### config.mk
export PLATFORM = sky130hd
export DESIGN_NAME = alu_control
export DESIGN_NICKNAME = d
export VERILOG_FILES = /design/src/rtl/alu_control.sv
export SDC_FILE = /design/constraint.sdc
export NUM_CORES = 1
export LEC_CHECK = 0
export CAP_MARGIN = 20
export CORE_AREA = 2 2 39 41
export CTS_CLUSTER_DIAMETER = 120
export DETAILED_ROUTE_END_ITERATION = 8
export DIE_AREA = 0 0 41 43
export PLACE_DENSITY = 0.48
export SETUP_SLACK_MARGIN = 0.05
export SLEW_MARGIN = 10
export SYNTH_ARGS = -nofsm -noshare
export SYNTH_HDL_FRONTEND = slang
export SYNTH_SLANG_ARGS = --single-unit
### constraint.sdc
create_clock -name clk -period 0.8 [get_ports clk]
set_input_delay 0.16 -clock clk [delete_from_list [all_inputs] [get_ports clk]]
set_output_delay 0.16 -clock clk [all_outputs]
set_load 0.01 [all_outputs]
### src/rtl/alu_control.sv
// alu_control: registered ALU operation select decoded from ALUop and the R-type funct field
//   clk           rising-edge clock
//   rst           asynchronous active-high reset, clears alu_ctr to 000
//   ALUop         operation class from main control
//   function_code instruction funct field, only used when ALUop is 111
//   alu_ctr       ALU operation select, valid one cycle after its inputs are sampled
module alu_control (
    input  logic       clk,
    input  logic       rst,
    input  logic [2:0] ALUop,
    input  logic [5:0] function_code,
    output logic [2:0] alu_ctr
);
    logic [2:0] w_rtype;
    logic [2:0] w_dec;
    logic [2:0] r_alu_ctr;
    // Funct codes in the low octet pass their low bits straight through; everything else adds
    always_comb begin
        w_rtype = (function_code[5:3] == 3'b000) ? function_code[2:0] : 3'b010;
        w_dec   = (ALUop == 3'b111) ? w_rtype :
                  (ALUop == 3'b000) ? 3'b000  :
                  (ALUop == 3'b001) ? 3'b001  :
                  (ALUop == 3'b100) ? 3'b111  :
                  (ALUop == 3'b110) ? 3'b110  : 3'b010;
    end
    always_ff @(posedge clk or posedge rst) begin
        if (rst) r_alu_ctr <= 3'b000;
        else     r_alu_ctr <= w_dec;
    end
    assign alu_ctr = r_alu_ctr;
endmodule

; Word level (Yosys, flattened, before mapping)
; Index checks and enable logic that the tools add are counted.
; W data, S select, Z words.
[word_totals]
regBits = 3
input_bits = 11
output_inout_bits = 3
word_cells = 13
[classes]
reduce_logical = 2
n_mux = 6
eq_ne = 4
[ops]
columns = cell, count
row1 = $mux W3, 6
row2 = $eq A3 B3 Y1 const B, 3
row3 = $logic_not A3 Y1, 2
row4 = $eq A3 B1 Y1 const B, 1

; Longest topological paths before layout
[depth]
ltp_word = 6
mapped_depth = 3
mapped_depth_nobuf = 3

; Worst setup path before layout
; OpenSTA, ideal clock, no wires.
[synth_timing]
path_kind = input to register
from = input function_code[5]
to = register r_alu_ctr[2], in the netlist alu_ctr[2]
arrival_ns = 0.682
required_ns = 0.679
cell_stages = 3
path_slack_ns = -0.003
n_path_buf = 0
path_cell_list = and2b_1 -> and3_1 -> a22o_1
[synth_between]
elab_chain_len = 3
[synth_lines]
columns = element, line
row1 = "start, declared", 11  ; input logic [5:0] function_code,
row2 = $logic_not A3 Y1, 19  ; w_rtype = (function_code[5:3] == 3'b000) ? function_code[2:0] : 3'b010;
row3 = $mux W3, 19
row4 = $mux W3, 20  ; w_dec = (ALUop == 3'b111) ? w_rtype :
row5 = net w_dec[2], 15  ; logic [2:0] w_dec;
row6 = "end signal, assigned", 28  ; else r_alu_ctr <= w_dec;
row7 = "end, declared", 16  ; logic [2:0] r_alu_ctr;
; The timed path passes the listed nets, and every way through them passes these cells.

; Worst setup path after layout
[layout_timing]
from = register r_alu_ctr[1], in the netlist alu_ctr[1]
to = output alu_ctr[1]
[layout_rtl]
columns = element, line
row1 = "end, declared", 12  ; output logic [2:0] alu_ctr
; No word-level cell between the ends.

==> results_dict.tcl <==
set metrics [dict create \
    violations "negative setup slack" \
    critPathTopFamily "flip-flops" \
    ant_nets 0 \
    grt_pass1_wl_um 614 \
    synth-edff-count 0 \
    vias_per_cell 3.38 \
    grt_usage 0.0612 \
    synth_area_per_cell_um2 9.43 \
    worst-setup-path-type "flip-flop to output pin" \
    status "complete, but fails checks" \
    largest_reg_flops 3 \
    async_flop_share 1.00 \
    multi_input_area_um2 70.1 \
    post-route-util 0.238 \
    crit_arrival_ns 0.71 \
    relSlewSlack 0.868 \
    yosysUniqueCellTypes 10 \
    cp_slowest_cell "dfrtp_1" \
    grt.overflow.total 0 \
    first_global_vias 176 \
    wire_per_inst_um 7.70 \
    worst-path-max-fanout 1 \
    synth-seq-cells 3 \
    worstMarginPinSlew_ns 0.197 \
    synth_common_cells "dfrtp_1 (3), inv_1 (3), nor2_1 (2)" \
    syn_nets 26 \
    hold_path.class "primary input to asynchronous set/reset pin" \
    cp_cell_sequence "buf_6" \
    drv_slew 0 \
    syn2layout_area_growth_pct 133 \
    min_period_ns 0.868 \
    maxCapViolCount 0 \
    worstSetupEndpointType "output pin" \
    start_kind "flip-flop" \
    synth_cells 15 \
    timing.final.hold_violations 0 \
    ys.flop_type "dfrtp_1" \
    ff_latch_area_um2 75.1 \
    worstPathBufferInverterCount 1 \
    worst_ir_drop_vdd_uv 283 \
    cts_tree "built" \
    p_leak_nw 0.159 \
    first_iter_violations 0 \
    cts.clk_slew.worst_paths_ns 0.04 \
    ys_warn_count 0 \
    final_cell_area_um2 329 \
    crit_required_ns 0.64 \
    coreArea_mm2 0.00138 \
    rows 14 \
    start_util 0.102 \
    first_pass_iters 1 \
    grt_max_degree 5 \
    num-nets-final 46 \
    rsz0062_at_grt "true" \
    place_hpwl_um 282 \
    synth.top_cell.area_share 0.531 \
    die-width_um 41 \
    clock-sinks 3 \
    vias 169 \
    slowest_delay_ns 0.36 \
    clockBufferDepth 2 \
    n_antenna_cell 0 \
    cts_root_buf "clkbuf_4" \
    dpl_cell_area_um2 307 \
    setup_slack_ns -0.0684 \
    drc 0 \
    synth_area_leaders "dfrtp_1 (53%), inv_1 (8.0%), a22o_1 (6.2%)" \
    place.gp.congestion 0.641 \
    fillers 163 \
    routed_wl_um 385 \
    netlist_area_um2 141 \
    synth.yosys.seq_area_share 0.531 \
    setup_violations 3 \
    cts_buffers 3 \
    die_y_um 43 \
    drive_gt1_frac 0.382 \
    io_pins 14 \
    io_buffers 13 \
    die-area_mm2 0.00176 \
    fin_crit_sh 1.09 \
    max_freq_ghz 1.15 \
    antenna_found_initial 0 \
    htree_levels 1 \
    p_per_area_mw_per_mm2 1590 \
    synth_area_leader_cell "dfrtp_1" \
]
[repair_timing]
item	in CTS	in global routing
setup buffers	0	0
pin swaps	1	1
endpoints found under the setup margin	6	6
hold buffers	0	0
resized for setup	22	4
[stage by stage]
stage / worst slack, ns / hold WS, ns / instances / TNS, ns / power (mW)
6_report: -0.0684 / 0.0982 / 50 / -0.199 / 0.523
5_1_grt: -0.102 / 0.109 / 50 / -0.297 / 0.569
3_3_place_gp: -0.429 / 0.341 / 46 / -1.81 / 0.273
4_1_cts: -0.0816 / 0.0933 / 50 / -0.241 / 0.535
2_1_floorplan: 0.0495 / -0.0864 / 15 / 0 / 0.192
3_5_place_dp: -0.439 / 0.336 / 46 / -1.80 / 0.273
[worst max-delay path by stage]
stage,start,to,slack [ns],depth (start not counted)
after floorplan,function_code[5],alu_ctr[2],0.05,3
after global placement,function_code[5],alu_ctr[2],-0.43,4
after detailed placement,function_code[5],alu_ctr[2],-0.44,4
after CTS,alu_ctr[2],alu_ctr[2],-0.08,1
after global routing,alu_ctr[1],alu_ctr[1],-0.10,1
final,alu_ctr[1],alu_ctr[1],-0.07,1
[cells in the final DEF (no fill, tap or decap)]
| cell | n |
|---|---|
| clkbuf_2 | 1 |
| clkdlybuf4s15_1 | 1 |
| buf_4 | 2 |
| buf_2 | 2 |
| a41oi_2 | 1 |
| clkbuf_1 | 1 |
| nand2_1 | 1 |
| o22ai_1 | 1 |
| clkdlybuf4s50_1 | 4 |
| nor2_1 | 1 |
| a31oi_1 | 1 |
| and3_4 | 1 |
| inv_2 | 1 |
| buf_6 | 1 |
| a22o_1 | 1 |
| nor2_2 | 1 |
| clkbuf_4 | 3 |
| inv_1 | 2 |
| dlygate4sd2_1 | 4 |
| and2b_1 | 1 |
| dfrtp_1 | 3 |
[final cells by class]
| cell class | instances | area share |
|---|---|---|
| Tap cell | 16 | 0.0608 |
| Clock buffer | 4 | 0.0798 |
| Sequential cell | 3 | 0.228 |
| Timing Repair Buffer | 15 | 0.384 |
| Multi-Input combinational cell | 9 | 0.213 |
| Inverter | 3 | 0.0342 |
[cell families after synthesis]
| kind of cell | count (synthesis) | share of synthesized area |
|---|---|---|
| DFF | 3 | 0.531 |
| and+or+nand+nor | 5 | 0.177 |
| buffers and inverters | 3 | 0.0796 |
| AOI/OAI and AO/OA | 4 | 0.212 |
[power breakdown]
part / internal, mW / total (mW) / switching (mW)
Clock: 0.187 / 0.262 / 0.0756
Sequential: 0.162 / 0.164 / 0.00238
Combinational: 0.0603 / 0.0968 / 0.0365
Total: 0.409 / 0.523 / 0.114
[routing by layer]
layer,vias up,GRT usage,routed length [um]
li1,90,-,-
met1,68,0.0579,164
met2,11,0.0688,179
met3,0,0.0157,41
met4,0,0.120,0
met5,-,0,0
No activity file was read; power rests on OpenSTA's default activity.
